--- src/rtl/match_result_ctrl_pkg.sv ---
// Shared TCAM parameters, result bit positions and helpers.
// Imported by match_result_ctrl and result_fifo.
package match_result_ctrl_pkg;

    localparam int SEGWID   = 10;
    localparam int IDWID    = 8;
    localparam int TAGWID   = 8;
    localparam int CMP_LAT  = 5;
    localparam int FDEP     = 8;

    localparam int HIT_BIT  = 9;
    localparam int FLAG_BIT = 8;
    localparam int ID_LSB   = 0;

    function automatic logic [15:0] sat_inc(input logic [15:0] v);
        return (v == 16'hFFFF) ? v : v + 16'd1;
    endfunction

endpackage

--- src/rtl/match_result_ctrl_result_fifo.sv ---
// Show-ahead result FIFO with occupancy count.
// Ports: clk, rst_n, push/wdata, pop/rdata, count, full, empty.
module result_fifo #(
    parameter int W     = 18,
    parameter int DEPTH = 8
) (
    input  logic                         clk,
    input  logic                         rst_n,
    input  logic                         push,
    input  logic [W-1:0]                 wdata,
    input  logic                         pop,
    output logic [W-1:0]                 rdata,
    output logic [$clog2(DEPTH+1)-1:0]   count,
    output logic                         full,
    output logic                         empty
);
    localparam int PW = (DEPTH > 1) ? $clog2(DEPTH) : 1;
    localparam int CW = $clog2(DEPTH + 1);

    logic [W-1:0]  mem [DEPTH];
    logic [PW-1:0] wptr;
    logic [PW-1:0] rptr;
    logic          wr;
    logic          rd;

    function automatic logic [PW-1:0] nxt(input logic [PW-1:0] p);
        return (p == PW'(DEPTH - 1)) ? '0 : p + PW'(1);
    endfunction

    assign full  = (count == CW'(DEPTH));
    assign empty = (count == '0);
    // A full FIFO may still accept a write when the head leaves this cycle.
    assign wr    = push & (~full | pop);
    assign rd    = pop & ~empty;
    assign rdata = mem[rptr];

    always_ff @(posedge clk) begin
        if (wr) mem[wptr] <= wdata;
    end

    always_ff @(posedge clk or negedge rst_n) begin
        if (!rst_n) begin
            wptr  <= '0;
            rptr  <= '0;
            count <= '0;
        end else begin
            if (wr) wptr <= nxt(wptr);
            if (rd) rptr <= nxt(rptr);
            if (wr && !rd)      count <= count + CW'(1);
            else if (rd && !wr) count <= count - CW'(1);
        end
    end

endmodule

--- src/rtl/match_result_ctrl.sv ---
// Aligns searches with comparator results, queues them and counts hits.
// Ports: search in/ready, compare result, result handshake + fields, counters, overflow.
module match_result_ctrl #(
    parameter int SEGWID  = match_result_ctrl_pkg::SEGWID,
    parameter int IDWID   = match_result_ctrl_pkg::IDWID,
    parameter int TAGWID  = match_result_ctrl_pkg::TAGWID,
    parameter int CMP_LAT = match_result_ctrl_pkg::CMP_LAT,
    parameter int FDEP    = match_result_ctrl_pkg::FDEP
) (
    input  logic              clk,
    input  logic              rst_n,
    input  logic              i_Search_Valid,
    input  logic [TAGWID-1:0] i_Search_Tag,
    output logic              o_Search_Ready,
    input  logic [SEGWID-1:0] i_Compare_Result,
    output logic              o_Res_Valid,
    input  logic              i_Res_Ready,
    output logic              o_Res_Hit,
    output logic              o_Res_Flag,
    output logic [IDWID-1:0]  o_Res_ID,
    output logic [TAGWID-1:0] o_Res_Tag,
    output logic [15:0]       o_Hit_Cnt,
    output logic [15:0]       o_Miss_Cnt,
    output logic              o_Overflow
);
    import match_result_ctrl_pkg::*;

    localparam int EW = 2 + IDWID + TAGWID;
    localparam int CW = $clog2(FDEP + 1);
    localparam int LW = $clog2(CMP_LAT + 1);

    logic [CMP_LAT-1:0] dl_vld;
    logic [TAGWID-1:0]  dl_tag [CMP_LAT];
    logic [LW-1:0]      inflight;
    logic [CW-1:0]      fifo_cnt;
    logic               fifo_full;
    logic               fifo_empty;
    logic               push;
    logic               pop;
    logic               cap_hit;
    logic [EW-1:0]      wdata;
    logic [EW-1:0]      rdata;

    // Free-running alignment pipe; it never stalls.
    always_ff @(posedge clk or negedge rst_n) begin
        if (!rst_n) begin
            dl_vld <= '0;
        end else begin
            dl_vld[0] <= i_Search_Valid;
            for (int i = 1; i < CMP_LAT; i++) dl_vld[i] <= dl_vld[i-1];
        end
    end

    always_ff @(posedge clk) begin
        dl_tag[0] <= i_Search_Tag;
        for (int i = 1; i < CMP_LAT; i++) dl_tag[i] <= dl_tag[i-1];
    end

    always_comb begin
        inflight = '0;
        for (int i = 0; i < CMP_LAT; i++) inflight = inflight + LW'(dl_vld[i]);
    end

    // Reserve a FIFO slot for every search still in the pipe.
    assign o_Search_Ready = (int'(fifo_cnt) + int'(inflight)) < FDEP;

    assign push    = dl_vld[CMP_LAT-1];
    assign pop     = o_Res_Valid & i_Res_Ready;
    assign cap_hit = i_Compare_Result[HIT_BIT];
    assign wdata   = {cap_hit,
                      i_Compare_Result[FLAG_BIT],
                      i_Compare_Result[ID_LSB +: IDWID],
                      dl_tag[CMP_LAT-1]};

    result_fifo #(
        .W     (EW),
        .DEPTH (FDEP)
    ) u_fifo (
        .clk   (clk),
        .rst_n (rst_n),
        .push  (push),
        .wdata (wdata),
        .pop   (pop),
        .rdata (rdata),
        .count (fifo_cnt),
        .full  (fifo_full),
        .empty (fifo_empty)
    );

    assign o_Res_Valid = ~fifo_empty;
    assign {o_Res_Hit, o_Res_Flag, o_Res_ID, o_Res_Tag} = rdata;

    // Every captured result is counted, including one that is dropped.
    always_ff @(posedge clk or negedge rst_n) begin
        if (!rst_n) begin
            o_Hit_Cnt  <= '0;
            o_Miss_Cnt <= '0;
            o_Overflow <= 1'b0;
        end else if (push) begin
            if (cap_hit) o_Hit_Cnt  <= sat_inc(o_Hit_Cnt);
            else         o_Miss_Cnt <= sat_inc(o_Miss_Cnt);
            if (fifo_full && !pop) o_Overflow <= 1'b1;
        end
    end

endmodule
--- config.mk ---
export PLATFORM = sky130hd
export DESIGN_NAME = match_result_ctrl
export DESIGN_NICKNAME = d
export VERILOG_FILES = /design/src/rtl/match_result_ctrl_pkg.sv /design/src/rtl/match_result_ctrl_result_fifo.sv /design/src/rtl/match_result_ctrl.sv
export SDC_FILE = /design/constraint.sdc
export NUM_CORES = 1
export LEC_CHECK = 0
export ABC_AREA = 1
export CAP_MARGIN = 20
export CORE_ASPECT_RATIO = 1.2
export CORE_MARGIN = 3
export CORE_UTILIZATION = 60
export DETAILED_ROUTE_END_ITERATION = 10
export PLACE_DENSITY = 0.8
export SLEW_MARGIN = 20
export SYNTH_ARGS = -nofsm -noshare
export SYNTH_HDL_FRONTEND = slang
export SYNTH_SLANG_ARGS = --single-unit
--- constraint.sdc ---
create_clock -name clk -period 5.3 [get_ports clk]
set_input_delay 1.59 -clock clk [delete_from_list [all_inputs] [get_ports clk]]
set_output_delay 1.59 -clock clk [all_outputs]
set_load 0.005 [all_outputs]
## After elaboration in Yosys (flattened, before gate mapping)

Memory sizes are Yosys's and may differ from the RTL's.
Cells that the tools add are included.

| storage, ports and cells | value |
|---|---|
| register bits | 48 |
| memory bits (writable) | 184 |
| input bits | 22 |
| output and inout bits | 53 |
| logic and storage cells | 52 |
| memories | 2 |

Memory list:

| name | depth | bits a word | rd ports | clocked after Yosys merged registers in | write ports | line | source |
|---|---|---|---|---|---|---|---|
| u_fifo.mem | 8 | 18 | 1 | 0 | 1 | match_result_ctrl_result_fifo.sv:20 | `logic [W-1:0] mem [DEPTH];` |
| dl_tag | 5 | 8 | 5 | 0 | 5 | match_result_ctrl.sv:33 | `logic [TAGWID-1:0] dl_tag [CMP_LAT];` |

| cells by class | value |
|---|---|
| $add $sub $neg | 11 |
| $lt $le $gt $ge | 1 |
| equal/unequal tests | 5 |
| muxes and demuxes | 6 |
| bitwise operators | 9 |
| reductions and logical operators | 11 |

Operator list:

| cell | count |
|---|---|
| adder 16 x 1 -> 16 bit (second input constant) | 2 |
| == test 16 bit (second input constant) | 2 |
| two-way mux 4 bit | 2 |
| adder 3 x 1 -> 3 bit | 2 |
| adder 3 x 1 -> 3 bit (second input constant) | 2 |
| == test 3 bit (second input constant) | 2 |
| two-way mux 3 bit | 2 |
| AND reduction 3 bit | 2 |
| adder 4 x 3 -> 5 bit | 1 |
| less-than comparator 5 x 4 -> 1 bit (second input constant) | 1 |
| inverter 1 bit | 5 |
| adder 4 x 1 -> 4 bit (second input constant) | 1 |
| == test 4 bit (second input constant) | 1 |
| zero test 4 bit | 1 |
| subtractor 4 x 1 -> 4 bit (second input constant) | 1 |
| adder 2 x 1 -> 3 bit | 1 |
| bitwise AND 1 bit | 3 |
| logical AND 1 bit | 3 |
| zero test 1 bit | 3 |
| adder 1 x 1 -> 2 bit | 1 |
| two-way mux 1 bit | 2 |
| AND reduction 2 bit | 1 |
| nonzero test 2 bit | 1 |
| bitwise OR 1 bit | 1 |

## Longest topological paths before layout

Gate-level depths: netlist (run 1).

| depth | value |
|---|---|
| word-level depth | 9 |
| gate-level depth with buffers | 13 |
| gate-level depth less buffers | 13 |

## Cells and area by module

From an unflattened synthesis (run 1), not the netlist that was laid out.

| second synthesis, totals | value |
|---|---|
| cell total of the unflattened synthesis | 938 |
| area, all modules | 9,724.3 um^2 |

By module, submodules not included:

| module | instances | cells an instance | area an instance (um^2) |
|---|---|---|---|
| result_fifo | 1 | 569 | 6,595.1 |
| match_result_ctrl | 1 | 369 | 3,129.3 |

## Least setup slack after synthesis (run 1)

No wires, ideal clock.

| path | value |
|---|---|
| kind | register to output |
| start point | register dl_vld[0] |
| end point | output o_Search_Ready |
| data arrival time | 1,877 ps |
| required time | 3,710 ps |
| slack | 1,833 ps |
| stages on the path, launching flop included | 9 |
| cells stage by stage | dfrtp_1 -> fa_1 -> inv_1 -> fa_1 -> inv_1 -> ha_1 -> a31oi_1 -> o21ai_0 -> nor2_1 |

| on the way | value |
|---|---|
| cells in the longest elaborated chain, start to end | 6 |

Ends and longest elaborated chain:

| item | line | source |
|---|---|---|
| from (decl) | match_result_ctrl.sv:32 | `logic [CMP_LAT-1:0] dl_vld;` |
| from (signal assigned) | match_result_ctrl.sv:49 | `dl_vld[0] <= i_Search_Valid;` |
| adder 1 x 1 -> 2 bit | match_result_ctrl.sv:61 | `for (int i = 0; i < CMP_LAT; i++) inflight = inflight + LW'(dl_vld[i]);` |
| adder 2 x 1 -> 3 bit | match_result_ctrl.sv:61 |  |
| adder 3 x 1 -> 3 bit (2 in a row) | match_result_ctrl.sv:61 |  |
| adder 4 x 3 -> 5 bit | match_result_ctrl.sv:65 | `assign o_Search_Ready = (int'(fifo_cnt) + int'(inflight)) < FDEP;` |
| less-than comparator 5 x 4 -> 1 bit | match_result_ctrl.sv:65 |  |
| to (decl) | match_result_ctrl.sv:14 | `output logic o_Search_Ready,` |

Every way passes these cells.

## Worst setup path after layout (run 1)

Same ends and word-level chain as after synthesis.

==> results.md, run 1 <==
- Outcome: complete, no violations
- Vias: 6445
- Post-synth design cell area: 9390 µm²
- PD cells: 490 nW/µm²
- Number of distinct library cells after synthesis: 32
- Clock tree from TritonCTS: yes
- Delay of the slowest cell on the worst path: 0.54 ns
- Post-detailed-routing wire length: 18800 µm
- Antenna-violating nets left: 0
- Async SR Flop Fraction: 20.7%
- Initial DRC count: 534
- Gate count of the mapped netlist: 895
- RSZ-0062 raised after global routing: false
- Transition time at the pin with the least slew margin: 0.768 ns
- Count of port buffers added during placement: 74
- Family with the most delay on the worst path: adder cells
- Global-route wire length before repair: 31100 µm
- Max-cap viol count: 0
- Global placer's final weighted congestion: 0.873
- Synthesis-to-finish area growth: 17.6%
- Ratio of cells with drive above 1 in the final layout: 6.77%
- Area enclosed by the die boundary: 17200 µm²
- # rows: 49
- Ratio of final minimum period to clock period: 85.0%
- Biggest fanout along the worst timing path: 2
- Worst Hold Class: reg -> reg
- Critical Path Start Type: flip-flop
- Fraction of the yosys area taken by sequential cells: 67.4%
- Slew HR: 48.8%
- Final net count: 1011
- Aggregate global routing overflow: 0
- CP Depth: 9
- Endpoint class of the critical path: primary output
- Die boundary width: 120 µm
- Number of optimization iterations in the first detailed-route pass: 5
- Register clock-pin slew on the reported worst setup and hold paths: 0.06 ns
- Period minus WS final: 4.51 ns
- Count of pins on the block boundary: 75
- Yosys synthesis warning count: 0
- Final-layout fill cell count: 1060
- Setup crit end: o_Search_Ready
- Effective utilization at floorplan: 62.0%
- Leak Pwr: 4.31 nW
- Worst Setup SP: dl_vld[0]
- Mean Syn Cell Area: 10.5 µm²
- TritonCTS sink count: 232
- Setup Total Neg Slack: 0 ns
- Global-route total usage across every layer: 22.4%
- Setup fix buffers added after clock tree synthesis: 0
- Endpoint required time on the critical path: 3.71 ns
- Number of placed instances, taps included: 1154
- CTS HTree Levels: 1
- Flip-flop cell with the highest count after synthesis: sky130_fd_sc_hd__edfxtp_1
- FF+latch count, synth: 232
- Post-route worst hold slack: 0.325 ns
- Synth area leaders: sky130_fd_sc_hd__edfxtp_1, sky130_fd_sc_hd__dfrtp_1, sky130_fd_sc_hd__dfxtp_1
- CP Buf/Inv Count: 3
- IR drop worst, VDD: 419 µV
- DIE HEIGHT: 143 µm
- Signal arrival time at the worst endpoint: 2.92 ns
- Max-slew violation total from the final report: 0
- Max Buffers Root-to-Sink: 3
- Insertion delay to the later sink of the worst-skew pair: 0.50 ns
- Pin count of the biggest net entering global routing: 75
- Share of the synthesized area in the top cell type: 46.1%
- Detailed-route wire length per cell: 15.8 µm
- Initial antenna violation count: 0
- Clk Tree Root Cell: sky130_fd_sc_hd__clkbuf_16
- Min-Delay Path Depth: 0
- Clock skew: 0.0138 ns
- Maximum operating frequency: 222 MHz
- Final hold violations: 0
- Post-detail-place hpwl: 11700 µm
- Number of setup violations in the final report: 0
- Worst reg2reg path endpoint: u_fifo.count[3]
- Number of cells on the worst reg-to-reg path: 11
- Post-CTS sizing: 0
- Number of global-route vias before repair: 6325
- DRC: 0
- Critical path's slowest cell: sky130_fd_sc_hd__fa_1
- Final std cells w/o fill: 1194
- Synthesized netlist net count: 932
- Ant. Diodes: 0
- Crit-path cells: fa_1, inv_1, fa_1, inv_1, ha_1, a31oi_1, o21ai_0, nor2_1, clkdlybuf4s50_1
- Via-to-Cell Ratio: 5.40
- Number of buffers inserted during clock tree synthesis: 22
- Flop2flop setup slack: 3.00 ns
- Number of synthesized flops with an enable pin: 144
- Category of the critical setup timing path: reg -> out
- Worst R2R Start: u_fifo.count[1]
- Area of the core: 15100 µm²
- Number of buffers inserted by hold repair at cts: 0
- Post-synthesis cell type with the largest combined area: sky130_fd_sc_hd__edfxtp_1
==> cells in the final DEF (no fill, tap or decap), drive strengths merged, types with 4 or more instances in the layout <==
| cell type | n |
|---|---|
| nand3 | 50 |
| nand4 | 6 |
| inv | 48 |
| edfxtp | 144 |
| clkbuf | 30 |
| nand2 | 216 |
| nand3b | 4 |
| dfxtp | 40 |
| buf | 16 |
| o21ai | 117 |
| dfrtp | 48 |
| clkinv | 11 |
| xor2 | 8 |
| nor2 | 154 |
| clkdlybuf4s50 | 73 |
| ha | 12 |
==> where the power goes <==
part / switching (W) / total (W) / internal (W)
Clock: 0.000621 / 0.00151 / 0.000887
Combinational: 0.000914 / 0.00157 / 0.000659
Sequential: 0.000160 / 0.00232 / 0.00216
==> cell type report <==
| type | instances | area, µm² | share of cell area [%] |
|---|---|---|---|
| clock buffer | 30 | 633 | 5.74 |
| clock inverter | 10 | 81.3 | 0.737 |
| inverter | 50 | 188 | 1.70 |
| multi-input combinational | 579 | 2700 | 24.5 |
| sequential | 232 | 6330 | 57.3 |
| tap | 204 | 255 | 2.31 |
| timing repair buffer | 89 | 851 | 7.71 |
==> registers in the layout, indices dropped and copies added (netlist names) <==
name	cells
u_fifo.wptr	3
u_fifo.count	4
o_Miss_Cnt	16
dl_tag	40
u_fifo.mem	144
o_Overflow	1
u_fifo.rptr	3
dl_vld	5
o_Hit_Cnt	16
==> metrics by stage <==
step / setup slack [ns] / cell area (µm²) / util (%) / power [W]
after floorplan: 1.83 / 9390 / - / 0.00324
after global placement: 1.30 / 10300 / 68.1 / 0.00386
after detailed placement: 1.28 / 10300 / 68.1 / 0.00393
after CTS: 0.762 / 11000 / 72.9 / 0.00545
after global routing: 0.670 / 11000 / 72.9 / 0.00574
final: 0.794 / 11000 / 72.9 / 0.00540
==> routing by layer <==
layer  wire length (µm)  track usage, %  part of all wire [%]
met1               7770            30.2                    41
met2               9580            38.6                    51
met3               1160            3.25                   6.2
met4                326            6.33                   1.7
met5                  0               0                     0
==> worst register-to-register path: stages, from the launching register on <==
cell and delay [ns]:
sky130_fd_sc_hd__dfrtp_1 0.46, sky130_fd_sc_hd__nor2_1 0.16, sky130_fd_sc_hd__nand3_1 0.11, sky130_fd_sc_hd__nand2_1 0.08, sky130_fd_sc_hd__clkinv_1 0.22, sky130_fd_sc_hd__ha_1 0.29
sky130_fd_sc_hd__inv_1 0.12, sky130_fd_sc_hd__ha_1 0.26, sky130_fd_sc_hd__o21ai_0 0.23, sky130_fd_sc_hd__xor2_1 0.18, sky130_fd_sc_hd__nand2_1 0.07, sky130_fd_sc_hd__nand2_1 0.06
==> cell usage after synthesis, drive strengths merged (4+ instances only) <==
master	number
nand3b	4
clkbuf	15
xor2	8
nand2	216
inv	48
buf	19
ha	12
nand4	6
nand3	50
edfxtp	144
dfrtp	48
dfxtp	40
o21ai	117
nor2	154
==> how the worst min path moves through the flow <==
stage	from	endpoint	slack, ns
6_report	dl_tag[0][10]	dl_tag[0][18]	0.33
5_1_grt	dl_tag[0][31]	dl_tag[0][39]	0.33
4_1_cts	dl_tag[0][9]	dl_tag[0][17]	0.33
3_5_place_dp	dl_tag[0][2]	dl_tag[0][10]	0.31
3_3_place_gp	dl_tag[0][13]	dl_tag[0][21]	0.31
2_1_floorplan	dl_tag[0][2]	dl_tag[0][10]	0.31
==> logic make-up after synthesis <==
| group | share of synthesized area (%) |
|---|---|
| AOI/OAI and AO/OA | 6.38 |
| adders and majority gates | 2.24 |
| DFF | 67.4 |
| xor gates and xnor gates | 0.933 |
| buffers and inverters | 3.87 |
| and+or+nand+nor | 19.2 |
Note: power is estimated with default switching activity, not from simulation.
==> inputs of run 2 (changes only) <==
- CORE_UTILIZATION: 60 -> 58
- PLACE_DENSITY: 0.8 -> 0.78
- clock period: 5.3 -> 4.5 ns (I/O delays scaled with it)
==> run 2 against run 1 <==
Compared with the run above: worst hold slack worse by 0.0021 ns; setup slack got worse by 0.60 ns; final area is essentially flat; utilization decreased by 2.8 points; non-clock buffer count up 4; global-route usage shrank 0.42 points; critical path depth unchanged; sequential cell count unchanged; largest cell class unchanged; largest power group unchanged.
==> results.md, run 2 (synthesis gave the netlist of run 1 again) <==
- Outcome: complete, no violations
- IR drop worst, VDD: 362 µV (-14%)
- Area of the core: 15800 µm² (+4.1%)
- Setup fix buffers added after clock tree synthesis: 0 (unchanged)
- Number of cells on the worst reg-to-reg path: 11 (unchanged)
- Post-detailed-routing wire length: 19100 µm (+1.3%)
- DRC: 0 (unchanged)
- Transition time at the pin with the least slew margin: 0.799 ns (+0.0310 ns)
- Via-to-Cell Ratio: 5.37 (-0.43%)
- Global-route total usage across every layer: 22.0% (-0.42 points)
- Max-cap viol count: 0 (unchanged)
- Vias: 6460 (+0.23%)
- Most common cell after layout, fill and taps aside: sky130_fd_sc_hd__nand2_1
- Worst R2R Start: u_fifo.count[0]
- Count of pins on the block boundary: 75 (unchanged)
- Category of the critical setup timing path: reg -> out
- Worst Setup SP: dl_vld[0]
- Period minus WS final: 4.30 ns
- Clock tree from TritonCTS: yes
- Critical Path Start Type: flip-flop
- Registers with the most flip-flops: u_fifo.mem (144), dl_tag (40)
- Endpoint required time on the critical path: 3.15 ns (-0.56 ns)
- Number of flip-flops in the largest register: 144 (unchanged)
- Number of global-route vias before repair: 6442 (+1.8%)
- Initial DRC count: 447 (-16%)
- Insertion delay to the later sink of the worst-skew pair: 0.50 ns (about the same)
- # rows: 50 (+2.0%)
- Ratio of cells with drive above 1 in the final layout: 7.24% (+0.48 points)
- Setup Total Neg Slack: 0 ns (unchanged)
- RSZ-0062 raised after global routing: false
- Final hold violations: 0 (unchanged)
- Number of buffers inserted during clock tree synthesis: 22 (unchanged)
- Clk Tree Root Cell: sky130_fd_sc_hd__clkbuf_16
- Slew HR: 46.7% (-2.1 points)
- Initial antenna violation count: 0 (unchanged)
- Number of setup violations in the final report: 0 (unchanged)
- CTS HTree Levels: 1 (unchanged)
- Detailed-route wire length per cell: 15.9 µm (+0.66%)
- Effective utilization at floorplan: 59.5% (-2.4 points)
- Die boundary width: 122 µm (+1.6%)
- Synthesis-to-finish area growth: 17.7% (about the same)
- TritonCTS sink count: 232 (unchanged)
- Maximum operating frequency: 232 MHz
- Setup crit end: o_Search_Ready
- Worst Hold Class: reg -> reg
- Endpoint class of the critical path: primary output
- DIE HEIGHT: 145 µm (+1.6%)
- Signal arrival time at the worst endpoint: 2.95 ns (+0.03 ns)
- Ant. Diodes: 0 (unchanged)
- Most used cells in the layout excluding fill and tap cells: sky130_fd_sc_hd__nand2_1, sky130_fd_sc_hd__nor2_1, sky130_fd_sc_hd__edfxtp_1, sky130_fd_sc_hd__o21ai_0, sky130_fd_sc_hd__clkdlybuf4s50_1
- Global placer's final weighted congestion: 0.833 (-4.6%)
- Post-detail-place hpwl: 11700 µm (+0.29%)
- Aggregate global routing overflow: 0 (unchanged)
- Antenna-violating nets left: 0 (unchanged)
- Count of port buffers added during placement: 74 (unchanged)
- Register clock-pin slew on the reported worst setup and hold paths: 0.07 ns (about the same)
- PD cells: 572 nW/µm² (+17%)
- Leak Pwr: 4.31 nW (+0.17%)
- Post-CTS sizing: 0 (unchanged)
- Worst reg2reg path endpoint: u_fifo.count[3]
- Pin count of the biggest net entering global routing: 75 (unchanged)
- Clock skew: 0.0142 ns (+0.000373 ns)
- Ratio of final minimum period to clock period: 95.6%
- Number of buffers inserted by hold repair at cts: 0 (unchanged)
- Max Buffers Root-to-Sink: 3 (unchanged)
- Biggest fanout along the worst timing path: 2 (unchanged)
- Pwr Total: 0.00632 W (+17%)
- Number of optimization iterations in the first detailed-route pass: 5 (unchanged)
- Area enclosed by the die boundary: 17800 µm² (+3.3%)
- Final net count: 1015 (+0.40%)
- Register ranked first by flip-flop count: u_fifo.mem
- Max-slew violation total from the final report: 0 (unchanged)
- Flop2flop setup slack: 2.28 ns (-0.72 ns)
- Global-route wire length before repair: 31500 µm (+1.3%)
## run 2: power by group
part / switching (W) / internal (W)
clock network: 0.000761 / 0.000959
registers: 0.000186 / 0.00255
logic: 0.00108 / 0.000792
total: 0.00203 / 0.00430
## run 2: worst max-delay path, stage by stage (launching register included)
cell and delay [ns]:
sky130_fd_sc_hd__dfrtp_1 0.40, sky130_fd_sc_hd__fa_1 0.54, sky130_fd_sc_hd__inv_1 0.05, sky130_fd_sc_hd__fa_1 0.35, sky130_fd_sc_hd__inv_1 0.07, sky130_fd_sc_hd__ha_1 0.23
sky130_fd_sc_hd__a31oi_1 0.15, sky130_fd_sc_hd__o21ai_0 0.09, sky130_fd_sc_hd__nor2_1 0.08, sky130_fd_sc_hd__clkdlybuf4s50_1 0.50
## run 2: stage by stage
step | utilization [%] | hold WS, ns | std cells | worst slack (ns) | instance area (µm²)
3_3_place_gp | 65.8 | 0.310 | 1162 | 0.743 | 10400
4_1_cts | 70.1 | 0.326 | 1202 | 0.167 | 11000
2_1_floorplan | - | 0.310 | 895 | 1.27 | 9390
3_5_place_dp | 65.8 | 0.312 | 1162 | 0.683 | 10400
5_1_grt | 70.1 | 0.332 | 1202 | 0.0404 | 11000
6_report | 70.1 | 0.323 | 1202 | 0.198 | 11000
## run 2: worst min path at each step
stage	end	depth (start not counted)	startpoint	slack [ns]
floorplan	dl_tag[0][10]	0	dl_tag[0][2]	0.31
global placement	dl_tag[0][22]	0	dl_tag[0][14]	0.31
detailed placement	dl_tag[0][16]	0	dl_tag[0][8]	0.31
CTS	dl_tag[0][14]	0	dl_tag[0][6]	0.33
global route	dl_tag[0][26]	0	dl_tag[0][18]	0.33
finish	dl_tag[0][32]	0	dl_tag[0][24]	0.32
## run 2: cell type report
cell class              instances  area [µm²]
clock buffers                  29         607
well taps                     208         260
clock inverters                11        72.6
fillers                      1148        4720
repair buffers                 93         891
inverters                      50         188
multi-input cells             579        2700
flip-flops and latches        232        6330
## run 2: metal layers
layer	up-vias	routed length (µm)	track usage [%]	share of wire, %
li1	3155	-	-	-
met1	3095	7830	28.5	41
met2	180	9790	38.4	51
met3	30	1110	3.34	5.8
met4	0	364	6.55	1.9
met5	-	0	0	0
